===== config.mk =====
export PLATFORM = sky130hd
export DESIGN_NAME = instr_prefetch_unit
export DESIGN_NICKNAME = d
export VERILOG_FILES = /design/src/rtl/fetch_pkg.sv /design/src/rtl/instr_fifo.sv /design/src/rtl/instr_prefetch_unit.sv
export SDC_FILE = /design/constraint.sdc
export NUM_CORES = 1
export LEC_CHECK = 0
export BUFFER_PORTS_ARGS = -buffer_cell sky130_fd_sc_hd__buf_2
export CAP_MARGIN = 40
export CORE_AREA = 2 2 147 106
export CTS_CLUSTER_SIZE = 16
export DETAILED_ROUTE_END_ITERATION = 7
export DIE_AREA = 0 0 149 108
export PLACE_DENSITY_LB_ADDON = 0.08
export SKIP_CTS_REPAIR_TIMING = 1
export SYNTH_ARGS = -nofsm -noshare
export SYNTH_HDL_FRONTEND = slang
export SYNTH_SLANG_ARGS = --single-unit

===== constraint.sdc =====
create_clock -name Clock -period 4.3 [get_ports Clock]
set_input_delay 0.645 -clock Clock [delete_from_list [all_inputs] [get_ports Clock]]
set_output_delay 0.645 -clock Clock [all_outputs]
set_load 0.05 [all_outputs]

===== src/rtl/fetch_pkg.sv =====
// Shared types and constants for the fetch stage: FSM states and queue entry layout.
package fetch_pkg;

    localparam int INSTR_BYTES = 2;
    localparam int PC_WIDTH    = 16;

    typedef enum logic [1:0] {
        IDLE,
        FETCH_HI,
        FETCH_LO,
        DRAIN
    } fetch_state_e;

    typedef struct packed {
        logic [PC_WIDTH-1:0] pc;
        logic [15:0]         instr;
    } fetch_entry_t;

endpackage


===== src/rtl/instr_fifo.sv =====
// Instruction queue holding {pc, instr} entries; flush beats push and pop.
module instr_fifo
    import fetch_pkg::*;
#(
    parameter int DEPTH = 4
) (
    input  logic                   Clock,
    input  logic                   ResetN,
    input  logic                   push,
    input  fetch_entry_t           push_data,
    input  logic                   pop,
    input  logic                   flush,
    output fetch_entry_t           head,
    output logic                   head_valid,
    output logic [$clog2(DEPTH):0] count
);

    localparam int AW = $clog2(DEPTH);
    localparam logic [AW:0] FULL = (AW+1)'(DEPTH);

    fetch_entry_t  mem [DEPTH];
    logic [AW-1:0] wr_ptr;
    logic [AW-1:0] rd_ptr;
    logic          do_push;
    logic          do_pop;

    assign do_push    = push && (count < FULL);
    assign do_pop     = pop && (count != '0);
    assign head_valid = (count != '0);
    // Head reads as zero when empty so stale storage never reaches the outputs.
    assign head       = head_valid ? mem[rd_ptr] : '0;

    always_ff @(posedge Clock or negedge ResetN) begin
        if (!ResetN) begin
            wr_ptr <= '0;
            rd_ptr <= '0;
            count  <= '0;
        end else if (flush) begin
            wr_ptr <= '0;
            rd_ptr <= '0;
            count  <= '0;
        end else begin
            if (do_push) wr_ptr <= wr_ptr + 1'b1;
            if (do_pop)  rd_ptr <= rd_ptr + 1'b1;
            case ({do_push, do_pop})
                2'b10:   count <= count + 1'b1;
                2'b01:   count <= count - 1'b1;
                default: ;
            endcase
        end
    end

    // NOTE: storage is not reset; validity is tracked by count, so clearing the array would only cost area.
    always_ff @(posedge Clock) begin
        if (do_push && !flush) mem[wr_ptr] <= push_data;
    end

endmodule


===== src/rtl/instr_prefetch_unit.sv =====
// Fetch stage: reads big-endian 16-bit instructions a byte at a time and queues them with their PC.
module instr_prefetch_unit
    import fetch_pkg::*;
#(
    parameter int                  DEPTH    = 4,
    parameter logic [PC_WIDTH-1:0] RESET_PC = 16'd10
) (
    input  logic                   Clock,
    input  logic                   ResetN,
    output logic                   MemReq,
    output logic [PC_WIDTH-1:0]    MemAddr,
    input  logic                   MemAck,
    input  logic [7:0]             MemData,
    output logic                   InstrValid,
    output logic [15:0]            Instruction,
    output logic [PC_WIDTH-1:0]    InstrPC,
    input  logic                   InstrReady,
    input  logic                   Redirect,
    input  logic [PC_WIDTH-1:0]    RedirectPC,
    output logic [$clog2(DEPTH):0] Count
);

    localparam int AW = $clog2(DEPTH);
    localparam logic [AW:0] FULL = (AW+1)'(DEPTH);

    fetch_state_e        state;
    logic [PC_WIDTH-1:0] fetch_pc;
    logic [PC_WIDTH-1:0] pend_pc;
    logic [7:0]          hi_byte;
    logic [PC_WIDTH-1:0] redirect_target;
    logic                outstanding;
    logic                push;
    logic                pop;
    fetch_entry_t        push_entry;
    fetch_entry_t        head;

    assign redirect_target = {RedirectPC[PC_WIDTH-1:1], 1'b0};
    assign outstanding     = MemReq && !MemAck;
    assign push            = (state == FETCH_LO) && MemAck && !Redirect;
    assign pop             = InstrValid && InstrReady;
    assign push_entry      = '{pc: fetch_pc, instr: {hi_byte, MemData}};

    // NOTE: every output of a combinational block gets a default first, so no path can infer a latch.
    always_comb begin
        MemReq  = 1'b0;
        MemAddr = fetch_pc;
        unique case (state)
            FETCH_HI: MemReq = (Count < FULL);
            FETCH_LO: begin
                MemReq  = 1'b1;
                MemAddr = fetch_pc + 16'd1;
            end
            DRAIN:    MemReq = 1'b1;
            default:  ;
        endcase
    end

    // NOTE: sequential state uses non-blocking assignments only, so every register sees pre-edge values.
    always_ff @(posedge Clock or negedge ResetN) begin
        if (!ResetN) begin
            state    <= IDLE;
            fetch_pc <= RESET_PC;
            pend_pc  <= '0;
            hi_byte  <= '0;
        end else if (Redirect) begin
            if (outstanding) begin
                // Park the live address in fetch_pc so MemAddr stays put until the stale ack.
                pend_pc  <= redirect_target;
                fetch_pc <= MemAddr;
                state    <= DRAIN;
            end else begin
                fetch_pc <= redirect_target;
                state    <= FETCH_HI;
            end
        end else begin
            unique case (state)
                IDLE: state <= FETCH_HI;
                FETCH_HI: begin
                    if (MemReq && MemAck) begin
                        hi_byte <= MemData;
                        state   <= FETCH_LO;
                    end
                end
                FETCH_LO: begin
                    if (MemAck) begin
                        fetch_pc <= fetch_pc + PC_WIDTH'(INSTR_BYTES);
                        state    <= FETCH_HI;
                    end
                end
                DRAIN: begin
                    if (MemAck) begin
                        fetch_pc <= pend_pc;
                        state    <= FETCH_HI;
                    end
                end
                default: state <= IDLE;
            endcase
        end
    end

    instr_fifo #(.DEPTH(DEPTH)) u_fifo (
        .Clock      (Clock),
        .ResetN     (ResetN),
        .push       (push),
        .push_data  (push_entry),
        .pop        (pop),
        .flush      (Redirect),
        .head       (head),
        .head_valid (InstrValid),
        .count      (Count)
    );

    assign Instruction = head.instr;
    assign InstrPC     = head.pc;

endmodule


Yosys cells after proc, flatten, opt, wreduce, memory -nomap -nowiden
Memory sizes are Yosys's and may differ from the RTL's. Cells that the tools add are included.

Bits in registers: 48. Memory bits (writable): 128. Input bits: 29. Output and inout bits: 53. Memories kept: 1.

Memory list: u_fifo.mem (depth 4, bits a word 32, read ports 1, clocked after memory_dff 0, wr ports 1, line instr_fifo.sv:21) `fetch_entry_t mem [DEPTH];`.

Add/subtract/negate cells: 6. Magnitude comparators: 1. Equal/unequal tests: 9. Muxes and demuxes: 21. Bitwise gates (word level): 1. Reductions and logical operators: 21.

Operator list (count): $mux W16 (5); $mux W32 (1); $pmux W16 S2 (1); $add A16 B1 Y16 const B (1); $add A16 B2 Y16 const B (1); $mux W2 (8); $ne A3 B3 Y1 const B (3); $reduce_bool A3 Y1 (3); $logic_and A1 B1 Y1 (8); $eq A2 B2 Y1 const B (3); $pmux W2 S3 (1); $pmux W3 S2 (1); $reduce_and A3 Y1 (2); $add A2 B1 Y2 const B (2); $eq A2 B1 Y1 const B (2); $reduce_and A2 Y1 (2); $reduce_bool A2 Y1 (2); $add A3 B1 Y3 const B (1); $lt A3 B3 Y1 const B (1); $mux W3 (1); $ne A3 B1 Y1 const B (1); $sub A3 B1 Y3 const B (1); $logic_not A1 Y1 (2); $logic_not A2 Y1 (1); 4 further kinds (5).

Longest topological paths before layout
Gate-level depths: netlist of the first run.

Depth in word-level cells: 7. Mapped depth: 9. Mapped depth without buffers: 7.

By module
Synthesis of the first run repeated with hierarchy kept, for this count alone.

Cells, all modules: 563. Area, all modules: 8126.5 µm².

Modules (own cells, without submodules): instr_fifo (instances 1, cells an instance 267, area an instance 5425.2 µm²); instr_prefetch_unit (instances 1, cells an instance 296, area an instance 2701.3 µm²).

Worst setup path after synthesis of the first run
OpenSTA, ideal clock, no wires.

Kind: reg2out. Start: reg fetch_pc[1]. End: out MemAddr[15]. Arrival: 2.252 ns. Required time: 3.655 ns. Setup slack: 1.403 ns. Stages on the path, launching flop included: 6. Cell sequence: dfstp_2 ha_1 nand3_2 nor3_4 nand4_1 xnor2_1.

Cells in the longest elaborated chain, start to end: 2.

RTL lines: from (decl) (line instr_prefetch_unit.sv:27) `logic [PC_WIDTH-1:0] fetch_pc;`; from (signal assigned) (line instr_prefetch_unit.sv:69) `fetch_pc <= MemAddr;`; from (signal assigned) (line instr_prefetch_unit.sv:72) `fetch_pc <= redirect_target;`; from (signal assigned) (line instr_prefetch_unit.sv:86) `fetch_pc <= fetch_pc + PC_WIDTH'(INSTR_BYTES);`; $add A16 B1 Y16 (line instr_prefetch_unit.sv:51) `MemAddr = fetch_pc + 16'd1;`; $mux W16 (line instr_prefetch_unit.sv:47) `unique case (state)`; to (decl) (line instr_prefetch_unit.sv:11) `output logic [PC_WIDTH-1:0] MemAddr,`.

No other way between the ends.

Worst setup path after layout of the first run
Same ends and word-level chain as after synthesis.

==> results.json, run 1 <==
{
  "drcViolationCount": 0,
  "grt_first_pass_wirelength_mm": 27.0,
  "globalRouteMet2Util_pct": 33.6,
  "ff2ff_path_depth": 4,
  "max-cap-violations": 0,
  "ys_types": 59,
  "final_util_pct": 62.3,
  "ios": 82,
  "grt_max_degree": 38,
  "drt_iter0_drc": 643,
  "final_nets": 667,
  "synth.most_common_cell": "edfxtp_1",
  "detailed_place_hpwl_mm": 11.0,
  "rr_endpoint": "u_fifo.mem[0][13]",
  "finalSetupViolCount": 0,
  "synth_compound_area_share_pct": 6.02,
  "clk_latency_ps": 430,
  "rsz0062_at_grt": "false",
  "critPathCaptureType": "output pin",
  "num-fill-cells": 1122,
  "clk_pin_slew_worst_paths_ps": 60,
  "finalCritPeriodShare_pct": 79.5,
  "synth_edf_count": 128,
  "avgSynthCellArea_sq_um": 14.2,
  "synthTopCellsByCount": "edfxtp_1, nand2_1, dfrtp_1",
  "yosys_most_used_dff": "edfxtp_1",
  "grt_remaining_overflow": 0,
  "final.min_clock_period_ps": 3420,
  "rr_startpoint": "state[1]",
  "muxShareOfSynthArea_pct": 11.9,
  "port_buffers": 80,
  "die_y_um": 108,
  "outcome": "complete, no violations",
  "hold_viol": 0,
  "first_pass_iters": 5,
  "htree_num_levels": 4,
  "fmax_mhz": 293,
  "cp-startpoint": "fetch_pc[1]",
  "cts_buffers": 17,
  "yosysSeqAreaShare_pct": 63.7,
  "hold_class": "in -> async",
  "initial_core_util_pct": 54.5,
  "setup.worst_path.class": "reg -> out",
  "yosys-top-cells-area": "edfxtp_1, dfrtp_1, mux4_2",
  "switchingPower_mw": 2.30,
  "synth_seq_cells": 176,
  "grtUsageMet3_pct": 4.98,
  "worstPathRequired_ps": 3650,
  "clockBufferDepth": 2,
  "syn_to_final_growth_pct": 14.3,
  "ys_async_sr_fraction_pct": 27.3,
  "synthSimpleGateAreaFrac_pct": 11.9,
  "grt_usage_pct": 22.8,
  "swShare_pct": 39.3,
  "top_usage_layer": "met2",
  "die_w_um": 149,
  "crit_fanout": 10,
  "vias": 5009,
  "tightest_slew_ps": 720,
  "vdd.ir_drop.worst_mv": 0.431,
  "yosysWarningCount": 0,
  "p_clk_share_pct": 25.1,
  "hold_slack_ps": 121,
  "synth_xor_area_share_pct": 2.65,
  "fin_cells": 839,
  "cellLeakagePower_nw": 3.41,
  "tns_ps": 0,
  "antenna_found_initial": 0,
  "r2r_slack_ps": 1570,
  "synth_adder_area_share_pct": 1.20,
  "place_congestion": 0.887,
  "powerDensity_mw_per_mm2": 648,
  "finClkSkew_ps": 8.74,
  "cts.root.buffer_cell": "clkbuf_16",
  "grt_pass1_vias": 4958,
  "p_int_mw": 3.56,
  "synth_area_sq_mm": 0.00792,
  "clkSinkCount": 176,
  "antennaDiodeCount": 0,
  "relSlewSlack_pct": 51.9,
  "syn_inst": 558,
  "slew_violations": 0,
  "p_seq_share_pct": 41.1,
  "core_area_sq_mm": 0.0145,
  "routed_wirelength_mm": 17.2,
  "cts_tree": "built",
  "rows": 37,
  "wl_per_cell_um": 20.5,
  "use_met1_pct": 33.5,
  "crit_path_start_kind": "register",
  "synth_top_family_by_area": "simple AND/OR/NAND/NOR gates",
  "arrival_ps": 2770,
  "drive_above_1_share_pct": 28.6,
  "dieArea_sq_mm": 0.0161,
  "yosys.area.top_type": "edfxtp_1",
  "combPwrFrac_pct": 33.8,
  "postSynthNetCount": 594,
  "vias_per_cell": 5.97,
  "synth_top_cell_area_share_pct": 48.5,
  "drtAntennaViolNets": 0,
  "placed_cells": 807
}
## worst max-delay path, stage by stage (launching register included)
cell	delay (ps)
dfstp_2	630
ha_1	290
nand3_2	260
nor3_4	370
nand4_1	160
xnor2_1	310
buf_2	330
## cell families after synthesis
family	after synthesis
AND/OR/NAND/NOR	178
flip-flops	176
AO/OA/AOI/OAI	74
multiplexers	52
buffers and inverters	47
XOR/XNOR	24
adder cells (fa/ha/maj)	7
## stage by stage
stage          total power, mW  setup WS (ps)  area (sq um)
5_1_grt                   6.13            791          9050
4_1_cts                   5.90            939          9050
3_3_place_gp              4.38           1470          8480
6_report                  5.86            881          9050
2_1_floorplan             3.93           1400          7920
3_5_place_dp              4.42           1430          8500
## flip-flops by register name, indices dropped and copies added, names as in the netlist
register and cells:
u_fifo.mem 128, fetch_pc 16, pend_pc 15, hi_byte 8, u_fifo.count 3, state 2
u_fifo.rd_ptr 2, u_fifo.wr_ptr 2
## cell type report
cell class	count	area, sq um	share of cell area, %
Sequential cell	176	5050	55.8
Timing Repair Buffer	92	503	5.56
Multi-Input combinational cell	335	2670	29.5
Inverter	9	33.8	0.373
Clock inverter	12	119	1.31
Tap cell	195	244	2.69
Clock buffer	20	437	4.82
## placed cells by master, fill, tap and decap left out, types with 3 or more instances in the layout
cell,count
mux4_2,32
o31ai_1,4
o22ai_1,4
clkbuf_1,3
nand2_1,51
buf_4,11
o211ai_1,3
dfrtp_1,45
and2_1,39
nor4_1,4
edfxtp_1,128
xnor2_1,14
inv_1,7
ha_1,6
clkbuf_16,17
a21oi_1,12
nor2_1,31
xor2_1,10
mux2i_1,3
clkinv_2,8
and3_1,5
nand4_1,3
nor3_1,14
buf_2,80
mux2_2,17
a211oi_1,3
a221o_1,3
a31oi_1,4
nand3_1,10
o21ai_0,23
## layer usage
| layer | vias to the layer above | share of wire (%) |
|---|---|---|
| met5 | - | 0 |
| met4 | 0 | 2.2 |
| li1 | 2241 | - |
| met3 | 44 | 7.5 |
| met1 | 2505 | 45 |
| met2 | 219 | 45 |
## how the worst max path moves through the flow
stage                  end  slack (ps)  cells past startpoint
6_report       MemAddr[15]         880                      6
5_1_grt        MemAddr[15]         790                      6
2_1_floorplan  MemAddr[15]        1400                      5
4_1_cts        MemAddr[15]         940                      6
3_5_place_dp   MemAddr[15]        1430                      6
3_3_place_gp   MemAddr[15]        1470                      6
## power by group through the flow
stage	combinational, mW	clock, mW	sequential, mW
after CTS	1.99	1.50	2.41
after global placement	1.96	0	2.42
after floorplan	1.65	0	2.28
after global routing	2.11	1.56	2.45
final	1.98	1.47	2.41
after detailed placement	1.98	0	2.44
(Power assumes the default switching activity.)
==> run 2, diff against run 1 <==
--- a/config.mk
+++ b/config.mk
@@ -7,10 +7,10 @@
 export LEC_CHECK = 0
 export BUFFER_PORTS_ARGS = -buffer_cell sky130_fd_sc_hd__buf_2
 export CAP_MARGIN = 40
-export CORE_AREA = 2 2 147 106
+export CORE_AREA = 2 2 150 108
 export CTS_CLUSTER_SIZE = 16
 export DETAILED_ROUTE_END_ITERATION = 7
-export DIE_AREA = 0 0 149 108
+export DIE_AREA = 0 0 152 110
 export PLACE_DENSITY_LB_ADDON = 0.08
 export SKIP_CTS_REPAIR_TIMING = 1
 export SYNTH_ARGS = -nofsm -noshare
==> constraint.sdc (replaced) <==
create_clock -name Clock -period 3 [get_ports Clock]
set_input_delay 0.45 -clock Clock [delete_from_list [all_inputs] [get_ports Clock]]
set_output_delay 0.45 -clock Clock [all_outputs]
set_load 0.05 [all_outputs]
==> run 2 against run 1 <==
Effect of this change: utilization fell by 1.7 points; power rose by 47%; cell count is 2.1% higher; non-clock buffer count rose by 13; via count shrank 0.46%; global-route usage fell by 0.71 points; first-iteration DRC count fell by 34%.
==> results.json, run 2 (synthesis results as in run 1) <==
{
  "outcome": "complete, no violations",
  "layout_common_cells": "edfxtp_1, buf_2, nand2_1",
  "holdPathEnd": "pend_pc[8]",
  "drt_iter0_drc": 427,
  "max-cap-violations": 0,
  "first_pass_iters": 6,
  "tightest_slew_ps": 673,
  "hold_viol": 0,
  "crit_path_start_kind": "register",
  "routed_wirelength_mm": 17.5,
  "initial_core_util_pct": 51.9,
  "drtAntennaViolNets": 0,
  "switchingPower_mw": 3.37,
  "wl_per_cell_um": 20.4,
  "vias_per_cell": 5.82,
  "hold_depth": 3,
  "worstPathRequired_ps": 2550,
  "relSlewSlack_pct": 55.0,
  "place_congestion": 0.881,
  "critPathCaptureType": "output pin",
  "final.min_clock_period_ps": 2860,
  "clockBufferDepth": 2,
  "largest_register_ffs": 128,
  "crit_fanout": 10,
  "drive_above_1_share_pct": 30.6,
  "regMostFlops": "u_fifo.mem",
  "fin_cells": 857,
  "finClkSkew_ps": 9.30,
  "placed_cells": 820,
  "rows": 38,
  "drcViolationCount": 0,
  "swShare_pct": 39.3,
  "p_int_mw": 5.22,
  "vias": 4986,
  "min_from": "RedirectPC[8]",
  "cellLeakagePower_nw": 3.50,
  "grt_remaining_overflow": 0,
  "ff2ff_path_depth": 7,
  "combPwrFrac_pct": 34.9,
  "hold_class": "in -> reg",
  "rr_startpoint": "fetch_pc[1]",
  "cts_buffers": 17,
  "finalSetupViolCount": 0,
  "antenna_found_initial": 0,
  "cts_tree": "built",
  "final_nets": 680,
  "slew_violations": 0,
  "final_common_cell": "edfxtp_1",
  "reg.largest.list": "u_fifo.mem: 128 flops, fetch_pc: 16 flops, pend_pc: 15 flops",
  "rr_endpoint": "fetch_pc[15]",
  "vdd.ir_drop.worst_mv": 0.834,
  "clk_latency_ps": 430,
  "die_y_um": 110,
  "syn_to_final_growth_pct": 16.7,
  "core_area_sq_mm": 0.0153,
  "cts.root.buffer_cell": "clkbuf_16",
  "arrival_ps": 2410,
  "detailed_place_hpwl_mm": 11.2,
  "p_clk_share_pct": 25.7,
  "r2r_slack_ps": 690,
  "clkSinkCount": 176,
  "grt_pass1_vias": 4887,
  "finalCritPeriodShare_pct": 95.2,
  "die_w_um": 152,
  "grt_max_degree": 37,
  "dieArea_sq_mm": 0.0167,
  "clk_pin_slew_worst_paths_ps": 70,
  "port_buffers": 80,
  "stdcell_area_sq_mm": 0.00924,
  "powerDensity_mw_per_mm2": 929,
  "p_seq_share_pct": 39.3,
  "rsz0062_at_grt": "false",
  "antennaDiodeCount": 0,
  "ios": 82,
  "grt_first_pass_wirelength_mm": 27.5,
  "fmax_mhz": 350,
  "htree_num_levels": 4,
  "grt_usage_pct": 22.0,
  "setup.worst_path.class": "reg -> out",
  "postPlaceCellArea_sq_mm": 0.00856
}
[run 2: cell types whose count changed in the layout (fill, tap and decap cells not counted), moves of 2 or more]
cell	before	now
buf_4	11	24
clkinv_2	8	0
buf_2	80	76
clkinv_4	0	3
inv_4	0	3
clkbuf_1	3	1
clkbuf_4	0	2
inv_6	0	2
[run 2: power by group through the flow]
stage	combinational, mW	clock, mW	sequential, mW
3_3_place_gp	2.94	0	3.39
5_1_grt	3.21	2.36	3.44
3_5_place_dp	2.97	0	3.42
4_1_cts	2.99	2.26	3.37
2_1_floorplan	2.36	0	3.27
6_report	3.00	2.21	3.38
[run 2: worst max-delay path by stage]
stage                      from     endpoint  cells past startpoint
finish              fetch_pc[1]  MemAddr[11]                      7
global route        fetch_pc[1]  MemAddr[11]                      7
CTS                 fetch_pc[1]  MemAddr[15]                      6
detailed placement  fetch_pc[1]  MemAddr[15]                      6
global placement    fetch_pc[1]  MemAddr[15]                      6
floorplan           fetch_pc[1]  MemAddr[15]                      5
[run 2: cell type report]
class,instances,area (sq um)
clock buffer,19,443
timing repair buffer,105,617
clock inverter,13,149
tap,200,250
multi-input combinational,335,2700
fill,1210,6020
sequential,176,5050
inverter,9,33.8
[run 2: metal layers]
layer | track usage [%] | up-vias | wire length [um]
met5 | 0 | - | 0
met1 | 31.7 | 2518 | 8060
met2 | 34.4 | 176 | 8240
li1 | - | 2276 | -
met4 | 6.14 | 0 | 157
met3 | 5.12 | 16 | 1050
[run 2: critical path, stage by stage (launching register included)]
cell and delay, ps:
dfstp_2 640, ha_4 210, nand3_4 160, nor3_4 310, buf_4 170, nand3_1 80
xnor2_1 150, clkbuf_4 260
[run 2: stage by stage]
stage / hold WS, ps / setup TNS (ps) / power (mW) / utilization, % / worst slack [ps]
after CTS: -56.3 / -170 / 8.61 / 60.0 / -170
after global placement: 393 / 0 / 6.34 / 56.1 / 378
final: 228 / 0 / 8.59 / 60.6 / 143
after detailed placement: 404 / 0 / 6.38 / 56.1 / 308
after floorplan: 154 / 0 / 5.63 / - / 298
after global routing: 217 / 0 / 9.00 / 60.6 / 6.06
==> run 3, diff against run 2 <==
--- a/config.mk
+++ b/config.mk
@@ -7,10 +7,12 @@
 export LEC_CHECK = 0
 export BUFFER_PORTS_ARGS = -buffer_cell sky130_fd_sc_hd__buf_2
 export CAP_MARGIN = 40
-export CORE_AREA = 2 2 150 108
+export CORE_AREA = 2 2 147 106
+export CTS_BUF_LIST = sky130_fd_sc_hd__clkbuf_2 sky130_fd_sc_hd__clkbuf_4 sky130_fd_sc_hd__clkbuf_8
 export CTS_CLUSTER_SIZE = 16
 export DETAILED_ROUTE_END_ITERATION = 7
-export DIE_AREA = 0 0 152 110
+export DIE_AREA = 0 0 149 108
+export MAX_ROUTING_LAYER = met4
 export PLACE_DENSITY_LB_ADDON = 0.08
 export SKIP_CTS_REPAIR_TIMING = 1
 export SYNTH_ARGS = -nofsm -noshare
==> run 3 against run 2 <==
Effect of this change: clock power shrank 26%; largest power group unchanged; die area shrank 3.8%; via count grew 0.58%; flip-flop and latch count is the same; wire length shrank 0.79%; maximum frequency shrank 2.3%; highest routed layer unchanged; largest cell class unchanged; combinational power is essentially flat; setup slack lost 68 ps.
==> results.json, run 3 (synthesis results as in run 1) <==
{
  "combPwrFrac_pct": 37.0,
  "hold_viol": 0,
  "cts_buffers": 17,
  "fin_cells": 856,
  "worstPathRequired_ps": 2550,
  "drcViolationCount": 0,
  "crit_family": "flip-flops",
  "finalSetupViolCount": 0,
  "switchingPower_mw": 3.30,
  "fmax_mhz": 342,
  "placed_cells": 813,
  "crit_buf_inv": 3,
  "initial_core_util_pct": 54.5,
  "crit_path_start_kind": "register",
  "final_common_cell": "edfxtp_1",
  "first_pass_iters": 5,
  "crit_chain": "ha_4 > nand3_4 > nor3_4 > buf_4 > buf_4 > nand2_2 > xnor2_1 > buf_4",
  "final_nets": 683,
  "p_clk_share_pct": 20.4,
  "clockBufferDepth": 2,
  "ios": 82,
  "slowest_delay_ps": 640,
  "rsz0062_at_grt": "true",
  "power_mw": 8.02,
  "grt_pass1_vias": 4819,
  "vdd.ir_drop.worst_mv": 0.568,
  "grt_remaining_overflow": 0,
  "critPathCaptureType": "output pin",
  "cts_tree": "built",
  "finClkSkew_ps": 11.9,
  "p_int_mw": 4.72,
  "final.min_clock_period_ps": 2920,
  "clkSinkCount": 176,
  "grt_usage_pct": 23.2,
  "rows": 37,
  "drtAntennaViolNets": 0,
  "vias_per_cell": 5.86,
  "clk_pin_slew_worst_paths_ps": 90,
  "ff_latch_area_sq_mm": 0.00505,
  "dieArea_sq_mm": 0.0161,
  "slowest_stage": "dfstp_2",
  "hold_class": "in -> async",
  "grt_first_pass_wirelength_mm": 26.6,
  "largest_register_ffs": 128,
  "crit_fanout": 8,
  "p_seq_share_pct": 42.6,
  "wl_per_cell_um": 20.3,
  "reg.largest.list": "u_fifo.mem: 128 flops, fetch_pc: 16 flops, pend_pc: 15 flops",
  "cts.root.buffer_cell": "clkbuf_8",
  "htree_num_levels": 4,
  "die_w_um": 149,
  "grt_max_degree": 35,
  "drive_above_1_share_pct": 30.9,
  "cellLeakagePower_nw": 3.43,
  "max-cap-violations": 0,
  "layout_common_cells": "edfxtp_1, buf_2, nand2_1",
  "slew_violations": 0,
  "place_congestion": 0.890,
  "port_buffers": 80,
  "core_area_sq_mm": 0.0145,
  "final_util_pct": 62.6,
  "num-fill-cells": 1105,
  "outcome": "complete, no violations",
  "post-place-ws_ps": 372,
  "detailed_place_hpwl_mm": 11.1,
  "finalCritPeriodShare_pct": 97.5,
  "rr_startpoint": "fetch_pc[1]",
  "cp-startpoint": "fetch_pc[1]",
  "rr_endpoint": "fetch_pc[15]",
  "ff2ff_path_depth": 7,
  "vias": 5015,
  "setup.worst_path.class": "reg -> out",
  "regMostFlops": "u_fifo.mem",
  "die_y_um": 108,
  "relSlewSlack_pct": 50.1,
  "r2r_slack_ps": 660,
  "antenna_found_initial": 1,
  "powerDensity_mw_per_mm2": 881,
  "routed_wirelength_mm": 17.4,
  "arrival_ps": 2470,
  "syn_to_final_growth_pct": 14.9,
  "drt_iter0_drc": 547,
  "setup_slack_ps": 75.4,
  "cpMostUsedCell": "buf_4",
  "clk_latency_ps": 460,
  "multi_input_area_sq_mm": 0.00270,
  "swShare_pct": 41.1,
  "tightest_slew_ps": 748
}
[run 3: cell count changes in the layout (fill, tap and decap cells not counted), sizes merged]
cell | before | now
inv | 14 | 13
clkbuf | 21 | 18
buf | 102 | 108
diode | 0 | 1
clkinv | 4 | 6
dlygate4sd3 | 1 | 0
[run 3: metal layers]
layer | track usage [%] | up-vias | part of all wire (%)
met5 | - | - | 0
met4 | 7.69 | 0 | 1.4
met3 | 4.22 | 26 | 6.1
met2 | 33.9 | 203 | 46
met1 | 33.5 | 2517 | 46
li1 | - | 2269 | -
[run 3: area by class of cell]
| type | instances | area share (%) |
|---|---|---|
| Clock buffer | 18 | 2.65 |
| Inverter | 9 | 0.371 |
| Sequential cell | 176 | 55.5 |
| Multi-Input combinational cell | 335 | 29.6 |
| Timing Repair Buffer | 108 | 7.48 |
| Clock inverter | 14 | 1.66 |
| Antenna cell | 1 | 0.0275 |
| Tap cell | 195 | 2.68 |
[run 3: metrics by stage]
step | area [sq um] | setup TNS (ps) | hold slack (ps)
floorplan | 7920 | 0 | 154
global placement | 8590 | 0 | 466
detailed placement | 8590 | 0 | 471
CTS | 8990 | -159 | 56.4
global route | 9100 | -24.5 | 88.4
finish | 9100 | 0 | 42.1
[run 3: how the worst max path moves through the flow]
stage / end / slack, ps / cells past startpoint
3_5_place_dp: MemAddr[15] / 370 / 6
5_1_grt: MemAddr[10] / -10 / 5
3_3_place_gp: MemAddr[15] / 410 / 6
4_1_cts: MemAddr[15] / -160 / 6
6_report: MemAddr[13] / 80 / 8
2_1_floorplan: MemAddr[15] / 300 / 5
[run 3: power by group through the flow]
stage	sequential (mW)	combinational (mW)	clock (mW)
2_1_floorplan	3.27	2.36	0
3_3_place_gp	3.43	2.90	0
5_1_grt	3.47	3.17	1.77
4_1_cts	3.40	2.94	1.66
3_5_place_dp	3.45	2.93	0
6_report	3.42	2.97	1.63
